==> src/rtl/mac_seq_if.sv <==
// rtl/mac_seq_if.sv - handshake bundle for the mac_seq dot-product engine
// master drives pairs and out_ready; slave is the mac_seq datapath.
interface mac_seq_if #(
  parameter int DATSIZE = 22,
  parameter int PARSIZE = 16
);
  logic                      in_valid;
  logic                      in_ready;
  logic signed [DATSIZE-1:0] in_data;
  logic signed [PARSIZE-1:0] in_weight;
  logic                      out_valid;
  logic                      out_ready;
  logic signed [DATSIZE-1:0] out_data;
  logic                      out_ovf;

  modport master (
    output in_valid, in_data, in_weight, out_ready,
    input  in_ready, out_valid, out_data, out_ovf
  );

  modport slave (
    input  in_valid, in_data, in_weight, out_ready,
    output in_ready, out_valid, out_data, out_ovf
  );
endinterface

==> src/rtl/mac_seq.sv <==
// rtl/mac_seq.sv - sequential fixed-point multiply-accumulate over TAPS pairs
// Optional macro MAC_SEQ_RELU_EN clamps negative saturated results to zero.
module mac_seq #(
  parameter int DATSIZE = 22,
  parameter int PARSIZE = 16,
  parameter int FPSHIFT = 14,
  parameter int TAPS    = 9,
  parameter int GUARD   = 4
) (
  input  logic      clk,
  input  logic      rst,
  mac_seq_if.slave  bus
);

  localparam int AW = DATSIZE + PARSIZE + GUARD;
  localparam int PW = DATSIZE + PARSIZE;
  localparam int CW = (TAPS > 1) ? $clog2(TAPS) : 1;

  localparam logic signed [AW-1:0] SAT_MAX = {{(AW-DATSIZE+1){1'b0}}, {(DATSIZE-1){1'b1}}};
  localparam logic signed [AW-1:0] SAT_MIN = {{(AW-DATSIZE+1){1'b1}}, {(DATSIZE-1){1'b0}}};
  localparam logic signed [DATSIZE-1:0] RES_MAX = {1'b0, {(DATSIZE-1){1'b1}}};
  localparam logic signed [DATSIZE-1:0] RES_MIN = {1'b1, {(DATSIZE-1){1'b0}}};
  localparam logic [CW-1:0] LAST_CNT = CW'(TAPS - 1);

  typedef enum logic {
    ACC = 1'b0,
    OUT = 1'b1
  } state_t;

  state_t                    state;
  state_t                    state_nx;
  logic                      in_ready_c;
  logic                      out_valid_c;
  logic                      beat;
  logic                      last_beat;
  logic [CW-1:0]             cnt;
  logic signed [PW-1:0]      prod;
  logic signed [AW-1:0]      acc;
  logic signed [AW-1:0]      acc_nx;
  logic signed [AW-1:0]      shifted;
  logic signed [DATSIZE-1:0] res;
  logic signed [DATSIZE-1:0] res_fin;
  logic                      clip;
  logic signed [DATSIZE-1:0] out_data_q;
  logic                      out_ovf_q;

  assign beat      = bus.in_valid && in_ready_c;
  assign last_beat = beat && (cnt == LAST_CNT);

  assign prod    = PW'(bus.in_data) * PW'(bus.in_weight);
  assign acc_nx  = acc + AW'(prod);
  assign shifted = acc_nx >>> FPSHIFT;

  // Saturate the floored value into the signed output range.
  always_comb begin
    clip = 1'b0;
    res  = shifted[DATSIZE-1:0];
    if (shifted > SAT_MAX) begin
      clip = 1'b1;
      res  = RES_MAX;
    end else if (shifted < SAT_MIN) begin
      clip = 1'b1;
      res  = RES_MIN;
    end
  end

  always_comb begin
`ifdef MAC_SEQ_RELU_EN
    res_fin = res[DATSIZE-1] ? '0 : res;
`else
    res_fin = res;
`endif
  end

  always_ff @(posedge clk) begin
    if (rst) begin
      state <= ACC;
    end else begin
      state <= state_nx;
    end
  end

  always_comb begin
    state_nx = state;
    unique case (state)
      ACC: if (last_beat) state_nx = OUT;
      OUT: if (bus.out_ready) state_nx = ACC;
      default: state_nx = ACC;
    endcase
  end

  always_comb begin
    in_ready_c  = 1'b0;
    out_valid_c = 1'b0;
    unique case (state)
      ACC: in_ready_c  = 1'b1;
      OUT: out_valid_c = 1'b1;
      default: in_ready_c = 1'b0;
    endcase
  end

  // The result is latched on the last beat; accumulator clears on handshake.
  always_ff @(posedge clk) begin
    if (rst) begin
      acc        <= '0;
      cnt        <= '0;
      out_data_q <= '0;
      out_ovf_q  <= 1'b0;
    end else begin
      if (state == ACC && beat) begin
        acc <= acc_nx;
        if (last_beat) begin
          out_data_q <= res_fin;
          out_ovf_q  <= clip;
        end else begin
          cnt <= cnt + CW'(1);
        end
      end else if (state == OUT && bus.out_ready) begin
        acc <= '0;
        cnt <= '0;
      end
    end
  end

  assign bus.in_ready  = in_ready_c;
  assign bus.out_valid = out_valid_c;
  assign bus.out_data  = out_data_q;
  assign bus.out_ovf   = out_ovf_q;

endmodule
==> src/flat_wrapper.sv <==
// flat-port wrapper written by rule: the top's interface ports become plain ports
module mac_seq_flat 
#(
  parameter int DATSIZE = 22,
  parameter int PARSIZE = 16,
  parameter int FPSHIFT = 14,
  parameter int TAPS    = 9,
  parameter int GUARD   = 4
)
  (clk, rst, bus_in_valid, bus_in_data, bus_in_weight, bus_out_ready, bus_in_ready, bus_out_valid, bus_out_data, bus_out_ovf);
  mac_seq_if #(.DATSIZE(DATSIZE), .PARSIZE(PARSIZE)) bus_i ();
  input  logic clk;
  input  logic rst;
  input wire logic [$bits(bus_i.in_valid)-1:0] bus_in_valid;
  input wire logic [$bits(bus_i.in_data)-1:0] bus_in_data;
  input wire logic [$bits(bus_i.in_weight)-1:0] bus_in_weight;
  input wire logic [$bits(bus_i.out_ready)-1:0] bus_out_ready;
  output wire logic [$bits(bus_i.in_ready)-1:0] bus_in_ready;
  output wire logic [$bits(bus_i.out_valid)-1:0] bus_out_valid;
  output wire logic [$bits(bus_i.out_data)-1:0] bus_out_data;
  output wire logic [$bits(bus_i.out_ovf)-1:0] bus_out_ovf;
  assign bus_i.in_valid = bus_in_valid;
  assign bus_i.in_data = bus_in_data;
  assign bus_i.in_weight = bus_in_weight;
  assign bus_i.out_ready = bus_out_ready;
  assign bus_in_ready = bus_i.in_ready;
  assign bus_out_valid = bus_i.out_valid;
  assign bus_out_data = bus_i.out_data;
  assign bus_out_ovf = bus_i.out_ovf;
  mac_seq #(.DATSIZE(DATSIZE), .PARSIZE(PARSIZE), .FPSHIFT(FPSHIFT), .TAPS(TAPS), .GUARD(GUARD)) u_core (.clk(clk), .rst(rst), .bus(bus_i));
endmodule
==> config.mk <==
export PLATFORM = sky130hd
export DESIGN_NAME = mac_seq_flat
export DESIGN_NICKNAME = d
export VERILOG_FILES = /design/src/rtl/mac_seq_if.sv /design/src/rtl/mac_seq.sv /design/src/flat_wrapper.sv
export SDC_FILE = /design/constraint.sdc
export NUM_CORES = 1
export LEC_CHECK = 0
export CAP_MARGIN = 20
export CORE_MARGIN = 1
export CORE_UTILIZATION = 62
export CTS_CLUSTER_SIZE = 20
export DETAILED_ROUTE_END_ITERATION = 8
export PLACE_DENSITY = 0.81
export SYNTH_ARGS = -nofsm -noshare
export SYNTH_HDL_FRONTEND = slang
export SYNTH_SLANG_ARGS = --single-unit
==> constraint.sdc <==
create_clock -name clk -period 9.3 [get_ports clk]
set_input_delay 0.93 -clock clk [delete_from_list [all_inputs] [get_ports clk]]
set_output_delay 0.93 -clock clk [all_outputs]
set_load 0.005 [all_outputs]
---- Yosys cells after proc, flatten, opt, wreduce, memory -nomap -nowiden ----
Index checks and enable logic that the tools add are counted.
cells by class
  add/sub/neg operators ................... 2
  $mul .................................... 1
  magnitude comparators ................... 2
  equal/unequal tests ..................... 2
  mux-type cells .......................... 14
  bitwise operators ....................... 1
  reduce and logical (&&, ||, !) cells .... 7
operators by type and width
  cell                                                                     count
  42-bit two-way mux                                                       2
  22-bit two-way mux                                                       2
  42-bit by 38-bit adder with 42-bit output                                1
  22-bit by 16-bit multiplier with 38-bit output                           1
  28-bit by 22-bit > comparator with 1-bit output (second input constant)  1
  28-bit by 22-bit < comparator with 1-bit output (second input constant)  1
  4-bit two-way mux                                                        3
  1-bit two-way mux                                                        6
  4-bit by 1-bit adder with 4-bit output (second input constant)           1
  4-bit == test (second input constant)                                    1
  1-bit logical AND                                                        4
  2-bit AND reduction                                                      2
  2-bit != test (second input constant)                                    1
  1-bit case mux with 2 select lines                                       1
  2-bit nonzero test                                                       1
  1-bit inverter                                                           1
word-level totals
  register bits after elaboration ......... 70
  input bits .............................. 42
  word-level logic and storage cells ...... 34

---- Logic depth before layout (Yosys ltp) ----
Gate-level depths: netlist of run 1.
  depth in word-level cells ............... 5
  mapped depth ............................ 25
  gate-level depth less buffers ........... 23

---- Worst setup path before layout of run 1 ----
No wires, ideal clock.
  path type ............................... input-to-reg
  start point ............................. in bus_in_data[21]
  end point ............................... reg u_core.out_ovf_q (netlist: u_core.bus.out_ovf)
  arrival ................................. 7.334 ns
  path slack .............................. 1.837 ns
  stages .................................. 23
  buffers on the path ..................... 2
  path through ............................ clkbuf_1 nand2_1 inv_1 fa_1 fa_1 inv_1 fa_1 inv_1 fa_1 fa_1 inv_1 fa_1 inv_1 ha_1 clkbuf_1 and3_1 nand4_1 o41ai_1 o31ai_4 o21a_1 or3_1 o41ai_1 a21oi_1
between the ends
  word-level cells in the longest chain between the ends .. 5
  elaborated cells on any way between the ends .. 6
  classes of those cells .................. add/sub (1); mul (1); order compare (2); mux (2)
ends and longest elaborated chain
  element                                           RTL line            text
  from (decl)                                       flat_wrapper.sv:15  input wire logic [$bits(bus_i.in_data)-1:0] bus_in_data;
  22-bit by 16-bit multiplier with 38-bit output *  mac_seq.sv:50       assign prod = PW'(bus.in_data) * PW'(bus.in_weight);
  42-bit by 38-bit adder with 42-bit output *       mac_seq.sv:51       assign acc_nx = acc + AW'(prod);
  28-bit by 22-bit < comparator with 1-bit output   mac_seq.sv:61       end else if (shifted < SAT_MIN) begin
  1-bit two-way mux                                 mac_seq.sv:61
  1-bit two-way mux *                               mac_seq.sv:58       if (shifted > SAT_MAX) begin
  to (signal assigned)                              mac_seq.sv:114      out_ovf_q <= clip;
  to (decl)                                         mac_seq.sv:45       logic out_ovf_q;
Mark *: on every way between the ends. The rest lies on a longest branch, timed or not.
A chain may end at the register's enable or synchronous reset.

---- Final worst setup path of run 1 ----
  start point ............................. in bus_in_weight[1]
  end point ............................... reg u_core.out_data_q[14] (netlist: u_core.bus.out_data[14])
between the ends
  word-level cells in the longest chain between the ends .. 5
  elaborated cells on any way between the ends .. 6
  classes of those cells .................. add/sub (1); mul (1); order compare (2); mux (2)
ends and longest elaborated chain
  element                                           RTL line            text
  from (decl)                                       flat_wrapper.sv:16  input wire logic [$bits(bus_i.in_weight)-1:0] bus_in_weight;
  22-bit by 16-bit multiplier with 38-bit output *  mac_seq.sv:50
  42-bit by 38-bit adder with 42-bit output *       mac_seq.sv:51
  28-bit by 22-bit < comparator with 1-bit output   mac_seq.sv:61
  22-bit two-way mux                                mac_seq.sv:61
  22-bit two-way mux *                              mac_seq.sv:58
  to (signal assigned)                              mac_seq.sv:113      out_data_q <= res_fin;
  to (decl)                                         mac_seq.sv:44       logic signed [DATSIZE-1:0] out_data_q;
Marked as above.

==> metrics, run 1 <==
critical path cell sequence=clkdlybuf4s50_1, nand2_1, inv_1, fa_1, inv_1, fa_1, fa_1, inv_1, fa_1, fa_1, inv_1, fa_1, inv_1, ha_1, a211oi_2, o211ai_1, a221o_1, a311o_1, or4_4, and2_1, nor4b_4, a31oi_4, o32ai_1; endpoints failing hold=0; CTS tree=done; Final ANT Viol Nets=0; R2R Path Start=u_core.acc[15]$_SDFFE_PP0P_; die extent in x=171 microns; Setup Skew=0.00885 ns; Ys Warns=0; Post-synth top flop=dfxtp_1; RSZ-0062 raised after global routing=no; RR Endpoint=u_core.bus.out_data[14]$_SDFFE_PP0P_; max_cap viols=0; Buffers on Ports=66; DP Worst Slack=0.543 ns; status=finished clean; Synth Area in Simple Gates=15.4%; wire length per cell=16.9 microns; largest net degree at the start of global routing=92; ant diodes=0; synthesis-to-layout area growth=7.25%; Adder-Cell Fraction of Synth Area=between 50 and 60%; root buffer cell=clkbuf_16; Critical Path AT=around 8.7 ns; Post-synth EDFFs=0; hpwl dp=~34 mm; Num CTS Buffers=9; slew margin rel.=33.7%; area of the die=0.0292 sq mm; share of post-route cells with drive strength above 1=between 2 and 3%; Initial DRT Pass Iterations=6; Worst-Skew Late Latency=0.33 ns; Fillers=2246; most frequent cells in the layout=464 x inv_1, 404 x fa_1, 229 x nand2_1, 156 x and2_1, 135 x nor2_1; final critical-path share of the clock period=91.2%; via count=between 10000 and 15000; Synth Area in XOR/XNOR=2.08%; FF+latch count, synth=70; HP Start=u_core.cnt[3]$_SDFFE_PP0P_; max-slew violation count=0; first-pass GRT wire length=69.6 mm; CP max stage delay=0.69 ns; final setup vio count=0; vias in the first global route=14600; # IOs=67; Startpoint Class=primary input; Required @ worst endpoint=9.47 ns; total negative slack=0 ns; Worst-path clk slew=0.05 ns; Clock Sinks=70; GR Util met3=under 10%; Total Wirelength=40.2 mm; Rows=61; Synth Net Count=2548; Post-CTS Setup Repair Bufs=0; Crit. End Element=register; Buf/Inv on CP=6; DRC viols=0; H-tree Lvls=3; worst-path maximum fanout=21; Slowest cell on crit path=fa_1; die height=171 microns; Core Area=0.0279 sq mm; initial antenna violation count=0; asr flop ratio synth=0%; Tot GR Track Use=30.1%; syn avg cell area=around 9 sq um; vias per cell=5.61; RePlAce Congestion=~0.92; CP Class=primary input to register; Top cell by count, worst path=fa_1; R2R depth=18; Seq/Total Area, Yosys=7.92%; total grt overflow=0; main combinational cell family by area after synthesis=adder cells; 1st-iter DRT viols=841; Final #Nets=around 2600; type of the worst min-delay path=register to register; Highest Clock Rate=118 MHz; commonest non-fill, non-tap cell in the layout=inv_1; CTS Buffer Depth=2; met2 GRT Util=a little under three fifths; WHS=0.485 ns; post-synthesis mux area share=0.0565%; M1 GR Usage=36.6%; Top delay family on crit path=adder cells; cell count after synthesis=1981; post_cts resized=0; post-synthesis compound-gate area fraction=8.32%; Hold Path Stages=2; Cell variety after synth=65; Hold EP=u_core.cnt[3]$_SDFFE_PP0P_; Starting Density=63.4%; setup ws final=0.818 ns; crit path launch=bus_in_weight[1]; FF-to-FF setup slack=3.08 ns; Post-CTS Hold Buffers=0; GRT busiest layer=met2; footprint of the multi-input gates=0.0142 sq mm; Reg area=0.00140 sq mm; Synth Cell Area=about 0.018 sq mm; Worst Tran Pin Value=~1 ns; fin crit period=approximately 8.5 ns
flip-flops by register name, indices dropped and copies added (netlist names):
| name | cells |
|---|---|
| u_core.acc | 42 |
| u_core.bus.out_data | 22 |
| u_core.bus.out_ovf | 1 |
| u_core.cnt | 4 |
| u_core.state | 1 |
per-stage QoR:
stage,instances,instance area [sq um],util (%)
global placement,2356,18700,66.8
CTS,2370,19000,67.9
finish,2371,19000,68.0
floorplan,1981,17700,-
detailed placement,2356,18700,66.8
global route,2371,19000,68.0
cell families (layout without fill, tap and decap cells):
group | Yosys count | count (layout)
buffers and inverters | 556 | 568
multiplexers | 1 | 1
XOR/XNOR | 42 | 42
flip-flops | 70 | 70
AND/OR/NAND/NOR | 580 | 580
adder cells (fa/ha/maj) | 525 | 525
AO/OA/AOI/OAI | 207 | 207
layer usage:
metal	vias up	share of wire, %
met5	-	0
met4	0	3.2
met3	103	4.0
met2	414	54
met1	6810	39
li1	5969	-
how the worst max path moves through the flow:
stage	endpoint	slack (ns)	cells past startpoint
2_1_floorplan	u_core.bus.out_ovf$_SDFFE_PP0P_	1.84	23
3_3_place_gp	u_core.bus.out_data[20]$_SDFFE_PP0P_	0.72	23
5_1_grt	u_core.bus.out_data[0]$_SDFFE_PP0P_	0.33	23
6_report	u_core.bus.out_data[14]$_SDFFE_PP0P_	0.82	23
3_5_place_dp	u_core.bus.out_data[20]$_SDFFE_PP0P_	0.54	23
4_1_cts	u_core.bus.out_data[20]$_SDFFE_PP0P_	0.85	23
cells in the mapped netlist, drive strengths merged, types with 3 or more instances:
| library cell | instances | area, sq um |
|---|---|---|
| inv | 464 | 1740 |
| fa | 404 | 8090 |
| nand2 | 229 | 860 |
| and2 | 156 | 976 |
| nor2 | 135 | 507 |
| ha | 121 | 1510 |
| clkbuf | 86 | 323 |
| dfxtp | 70 | 1400 |
| a21oi | 46 | 230 |
| a22oi | 39 | 293 |
| o21ai | 29 | 145 |
| xnor2 | 29 | 254 |
| o32ai | 21 | 184 |
| nand3 | 16 | 80.1 |
| xor2 | 13 | 114 |
| o211ai | 10 | 75.1 |
| nor3 | 9 | 56.3 |
| o31ai | 8 | 73.8 |
| buf | 6 | 51.3 |
| o21a | 6 | 45.0 |
| a211oi | 5 | 47.5 |
| a21o | 5 | 37.5 |
| nand4 | 5 | 31.3 |
| or3 | 5 | 31.3 |
| and3 | 4 | 25.0 |
| nand2b | 4 | 25.0 |
| nor2b | 4 | 25.0 |
| o21bai | 4 | 30.0 |
| o41ai | 4 | 35.0 |
| a211o | 3 | 26.3 |
| a31oi | 3 | 33.8 |
| o211a | 3 | 30.0 |
| or2 | 3 | 18.8 |
| or4 | 3 | 26.3 |
cell type report:
| class | instances | area share, % |
|---|---|---|
| multi-input combinational | 1355 | 74.8 |
| inverter | 464 | 9.17 |
| clock buffer | 10 | 1.26 |
| timing repair buffer | 90 | 4.47 |
| tap | 378 | 2.49 |
| sequential | 70 | 7.38 |
| clock inverter | 4 | 0.382 |
worst register-to-register path: stages, from the launching register on:
cell     delay, ns
dfxtp_1       0.33
inv_1         0.09
fa_1          0.51
inv_1         0.06
fa_1          0.52
fa_1          0.44
fa_1          0.54
inv_1         0.05
fa_1          0.49
inv_1         0.06
ha_1          0.39
nand2_1       0.11
or4_1         0.52
a31oi_1       0.48
o21ai_0       0.22
xor2_1        0.39
nor4b_4       0.11
a31oi_4       0.56
o32ai_1       0.18
Power of run 1 is left out: the tool's default activity adds up to more than one toggle a clock period on the data nets, which glitch-free logic cannot reach.
==> inputs of run 2 (changes only) <==
--- a/config.mk
+++ b/config.mk
@@ -11,6 +11,7 @@
 export CTS_CLUSTER_SIZE = 20
 export DETAILED_ROUTE_END_ITERATION = 8
 export PLACE_DENSITY = 0.81
+export RECOVER_POWER = 25
 export SYNTH_ARGS = -nofsm -noshare
 export SYNTH_HDL_FRONTEND = slang
 export SYNTH_SLANG_ARGS = --single-unit
==> metrics, run 2 (same netlist as run 1, synthesis figures left out) <==
share of post-route cells with drive strength above 1=under 10%; initial antenna violation count=0; synthesis-to-layout area growth=7.25%; final cell count without fillers=2371; Total Wirelength=40.2 mm; WHS=0.484 ns; Largest register FFs=between 40 and 50; most frequent cells in the layout=464 x inv_1, 404 x fa_1, 229 x nand2_1, 156 x and2_1, 135 x nor2_1; Final ANT Viol Nets=0; largest net degree at the start of global routing=roughly 90; post_cts resized=0; GRT busiest layer=met2; root buffer cell=clkbuf_16; footprint of the multi-input gates=0.0142 sq mm; type of the worst min-delay path=register to register; Slowest cell on crit path=fa_1; Startpoint Class=primary input; slew margin rel.=33.4%; Worst-Skew Late Latency=roughly 0.34 ns; Clock Sinks=70; total negative slack=0 ns; area of the die=0.0292 sq mm; # IOs=67; die extent in x=171 microns; Critical Path AT=between 8 and 9 ns; Buf/Inv on CP=6; Highest Clock Rate=118 MHz; met2 GRT Util=between 50% and 60%; max-slew violation count=0; H-tree Lvls=3; Worst-path clk slew=around 0.060 ns; Rows=61; GR Util met3=under 10%; largest register by flop count=u_core.acc; status=finished clean; die height=between 150 and 200 microns; total grt overflow=0; endpoints failing hold=0; Tot GR Track Use=30.1%; Post-CTS Hold Buffers=0; Top delay family on crit path=adder cells; first-pass GRT wire length=69.6 mm; Setup Skew=0.0107 ns; vias in the first global route=14600; Reg area=0.00140 sq mm; final setup vio count=0; Top cell by count, worst path=fa_1; vias per cell=5.59; Hold Path Stages=2; DRC viols=0; CP Class=primary input to register; CP max stage delay=0.69 ns; max_cap viols=0; Post-CTS Setup Repair Bufs=0; crit path launch=bus_in_weight[1]; final instance area=0.0190 sq mm; via count=13300; final critical-path share of the clock period=91.1%; ant diodes=0; RePlAce Congestion=0.919; Num CTS Buffers=9; Buffers on Ports=66; R2R depth=18; CTS tree=done; hpwl dp=between 30 and 40 mm; commonest non-fill, non-tap cell in the layout=inv_1; CTS Buffer Depth=2; wire length per cell=between 15 and 20 microns; Initial DRT Pass Iterations=6; Crit. End Element=register; Required @ worst endpoint=9.48 ns; Final #Nets=approximately 2600; Crit path depth=23; 1st-iter DRT viols=907; Placed Area=between 0.015 and 0.02 sq mm; worst-path maximum fanout=21; critical path cell sequence=clkdlybuf4s50_1, nand2_1, inv_1, fa_1, inv_1, fa_1, fa_1, inv_1, fa_1, fa_1, inv_1, fa_1, inv_1, ha_1, a211oi_2, o211ai_1, a221o_1, a311o_1, or4_4, and2_1, nor4b_4, a31oi_4, o32ai_1; R2R Path Start=u_core.acc[15]$_SDFFE_PP0P_; Core Area=0.0279 sq mm; M1 GR Usage=between 30% and 40%; RSZ-0062 raised after global routing=no; fin crit period=8.47 ns; placed cell count=2356; Fillers=between 2000 and 2500; Starting Density=between 60 and 70%; FF-to-FF setup slack=3.14 ns; Worst Tran Pin Value=0.996 ns; Critical Path End=u_core.bus.out_data[14]$_SDFFE_PP0P_; RR Endpoint=u_core.bus.out_data[14]$_SDFFE_PP0P_
==> run 2: cell types whose count changed in the layout (fill, tap and decap cells not counted), sizes merged <==
cell | previous run | this run
clkdlybuf4s50 | 65 | 42
dlygate4sd3 | 0 | 23
==> run 2: final cells by class <==
cell class	count	area share (%)
well taps	378	2.49
clock buffers	10	1.26
clock inverters	4	0.382
inverters	464	9.17
multi-input cells	1355	74.8
repair buffers	90	4.47
flip-flops and latches	70	7.38
==> run 2: metrics by stage <==
| step | setup slack (ns) | util, % |
|---|---|---|
| after CTS | 0.850 | 67.9 |
| after global routing | 0.335 | 68.0 |
| after global placement | 0.718 | 66.8 |
| final | 0.831 | 68.0 |
| after floorplan | 1.84 | - |
| after detailed placement | 0.543 | 66.8 |
==> run 2: how the worst min path moves through the flow <==
stage / start / end / slack, ns
CTS: u_core.cnt[3]$_SDFFE_PP0P_ / u_core.cnt[3]$_SDFFE_PP0P_ / 0.49
global placement: u_core.cnt[3]$_SDFFE_PP0P_ / u_core.cnt[3]$_SDFFE_PP0P_ / 0.47
floorplan: u_core.cnt[3]$_SDFFE_PP0P_ / u_core.cnt[3]$_SDFFE_PP0P_ / 0.46
finish: u_core.cnt[3]$_SDFFE_PP0P_ / u_core.cnt[3]$_SDFFE_PP0P_ / 0.48
detailed placement: u_core.cnt[3]$_SDFFE_PP0P_ / u_core.cnt[3]$_SDFFE_PP0P_ / 0.48
global route: u_core.cnt[3]$_SDFFE_PP0P_ / u_core.cnt[3]$_SDFFE_PP0P_ / 0.51
==> run 2: routing by layer <==
layer | share of wire [%] | up-vias | wire [microns]
met4 | 3.4 | 0 | 1350
met2 | 54 | 400 | 21700
li1 | - | 5971 | -
met1 | 39 | 6773 | 15500
met5 | 0 | - | 0
met3 | 4.1 | 108 | 1660
==> run 2: worst reg2reg max path: stages, from the launching register on <==
cell and delay [ns]:
dfxtp_1 0.33, inv_1 0.09, fa_1 0.51, inv_1 0.06, fa_1 0.52, fa_1 0.44, fa_1 0.55, inv_1 0.05
fa_1 0.49, inv_1 0.06, ha_1 0.38, nand2_1 0.11, or4_1 0.52, a31oi_1 0.45, o21ai_0 0.21, xor2_1 0.38
nor4b_4 0.11, a31oi_4 0.56, o32ai_1 0.18
Power of run 2 is left out for the same reason.
==> inputs of run 3 (changes only) <==
--- a/config.mk
+++ b/config.mk
@@ -6,7 +6,7 @@
 export NUM_CORES = 1
 export LEC_CHECK = 0
 export CAP_MARGIN = 20
-export CORE_MARGIN = 1
+export CORE_MARGIN = 2
 export CORE_UTILIZATION = 62
 export CTS_CLUSTER_SIZE = 20
 export DETAILED_ROUTE_END_ITERATION = 8
==> metrics, run 3 (same netlist as run 1, synthesis figures left out) <==
CTS tree=done; H-tree Lvls=3; max_cap viols=0; CP max stage delay=1.04 ns; Rows=61; Post-CTS Setup Repair Bufs=0; Tot GR Track Use=29.0%; synthesis-to-layout area growth=7.39%; share of post-route cells with drive strength above 1=2.71%; largest net degree at the start of global routing=92; Setup Skew=0.00483 ns; Worst-path clk slew=roughly 0.060 ns; CP Class=primary input to register; Reg area=0.00140 sq mm; total negative slack=0 ns; fin crit period=8.56 ns; Hold EP=u_core.cnt[3]$_SDFFE_PP0P_; RSZ-0062 raised after global routing=no; commonest non-fill, non-tap cell in the layout=inv_1; Crit path depth=23; Startpoint Class=primary input; 1st-iter DRT viols=930; Final ANT Viol Nets=0; DRC viols=0; Initial DRT Pass Iterations=7; hpwl dp=34.7 mm; Required @ worst endpoint=9.48 ns; total grt overflow=0; Final #Nets=2557; Post-CTS Hold Buffers=0; Starting Density=between 60 and 70%; worst-path maximum fanout=22; most frequent cells in the layout=464 x inv_1, 404 x fa_1, 229 x nand2_1, 156 x and2_1, 135 x nor2_1; largest register by flop count=u_core.acc; initial antenna violation count=0; R2R Path Start=u_core.acc[15]$_SDFFE_PP0P_; Buffers on Ports=66; Critical Path AT=8.73 ns; first-pass GRT wire length=slightly above 70 mm; Worst Tran Pin Value=0.903 ns; Fillers=about 2200; final setup vio count=0; type of the worst min-delay path=register to register; CTS Buffer Depth=2; Total Wirelength=around 40 mm; final critical-path share of the clock period=92.0%; status=finished clean; RR Endpoint=u_core.bus.out_data[20]$_SDFFE_PP0P_; via count=between 10000 and 15000; Largest register FFs=42; vias per cell=5.64; FF-to-FF setup slack=roughly 3.1 ns; die extent in x=173 microns; footprint of the multi-input gates=0.0142 sq mm; area of the die=around 0.030 sq mm; max-slew violation count=0; R2R depth=18; die height=173 microns; Num CTS Buffers=9; ant diodes=0; slew margin rel.=39.8%; critical path cell sequence=clkdlybuf4s50_1, nand2_1, fa_1, inv_1, fa_1, inv_1, fa_1, inv_1, fa_1, inv_1, fa_1, fa_1, inv_1, ha_1, a21oi_1, a21boi_0, a311oi_1, o2111ai_1, nand2_1, xor2_1, nor4b_4, a31oi_4, o32ai_1; Highest Clock Rate=117 MHz; vias in the first global route=14700; Hold Path Stages=2; root buffer cell=clkbuf_16; Clock Sinks=70; endpoints failing hold=0; Top delay family on crit path=adder cells; post_cts resized=0; Slowest cell on crit path=clkdlybuf4s50_1; Core Area=roughly 0.028 sq mm; wire length per cell=17.4 microns; Top cell by count, worst path=fa_1; Crit. End Element=register; Buf/Inv on CP=6; # IOs=67; Worst-Skew Late Latency=0.33 ns; HP Start=u_core.cnt[3]$_SDFFE_PP0P_; RePlAce Congestion=0.939
run 3: changes by cell type in the layout (fill, tap and decap cells not counted):
cell / previous run / this run
clkbuf_8: 1 / 0
clkinv_4: 0 / 1
bufinv_16: 2 / 3
run 3: tightest hold or removal path: stages (launching register included):
cell and delay [ns]:
dfxtp_1 0.32, o21ai_0 0.07, a21oi_1 0.06
run 3: cell type report:
cell class / count / area share, %
sequential: 70 / 7.37
multi-input combinational: 1355 / 74.7
tap: 378 / 2.49
clock buffer: 9 / 1.18
inverter: 464 / 9.16
timing repair buffer: 90 / 4.46
clock inverter: 6 / 0.586
run 3: worst max path at each step:
stage | startpoint | end
2_1_floorplan | bus_in_data[21] | u_core.bus.out_ovf$_SDFFE_PP0P_
3_3_place_gp | bus_in_weight[5] | u_core.bus.out_data[20]$_SDFFE_PP0P_
3_5_place_dp | bus_in_weight[5] | u_core.bus.out_data[20]$_SDFFE_PP0P_
4_1_cts | bus_in_weight[5] | u_core.bus.out_data[20]$_SDFFE_PP0P_
5_1_grt | bus_in_weight[5] | u_core.bus.out_data[8]$_SDFFE_PP0P_
6_report | bus_in_weight[5] | u_core.bus.out_data[20]$_SDFFE_PP0P_
run 3: per-layer routing:
| layer | global-route usage [%] | vias up | part of all wire [%] | wire length (microns) |
|---|---|---|---|---|
| met3 | 2.64 | 98 | 4.8 | 1990 |
| met4 | 9.68 | 0 | 3.2 | 1320 |
| met2 | 53.3 | 463 | 54 | 22200 |
| met1 | 36.0 | 6851 | 38 | 15700 |
| met5 | 0 | - | 0 | 0 |
| li1 | - | 5976 | - | - |
run 3: stage by stage:
stage	hold WS, ns	util, %	instances	instance area, sq um	setup WS, ns
3_5_place_dp	0.483	66.8	2356	18700	0.472
2_1_floorplan	0.455	-	1981	17700	1.84
3_3_place_gp	0.468	66.8	2356	18700	0.707
4_1_cts	0.492	68.0	2371	19000	0.813
5_1_grt	0.529	68.0	2372	19000	0.245
6_report	0.492	68.0	2372	19000	0.743
Power of run 3 is left out for the same reason.
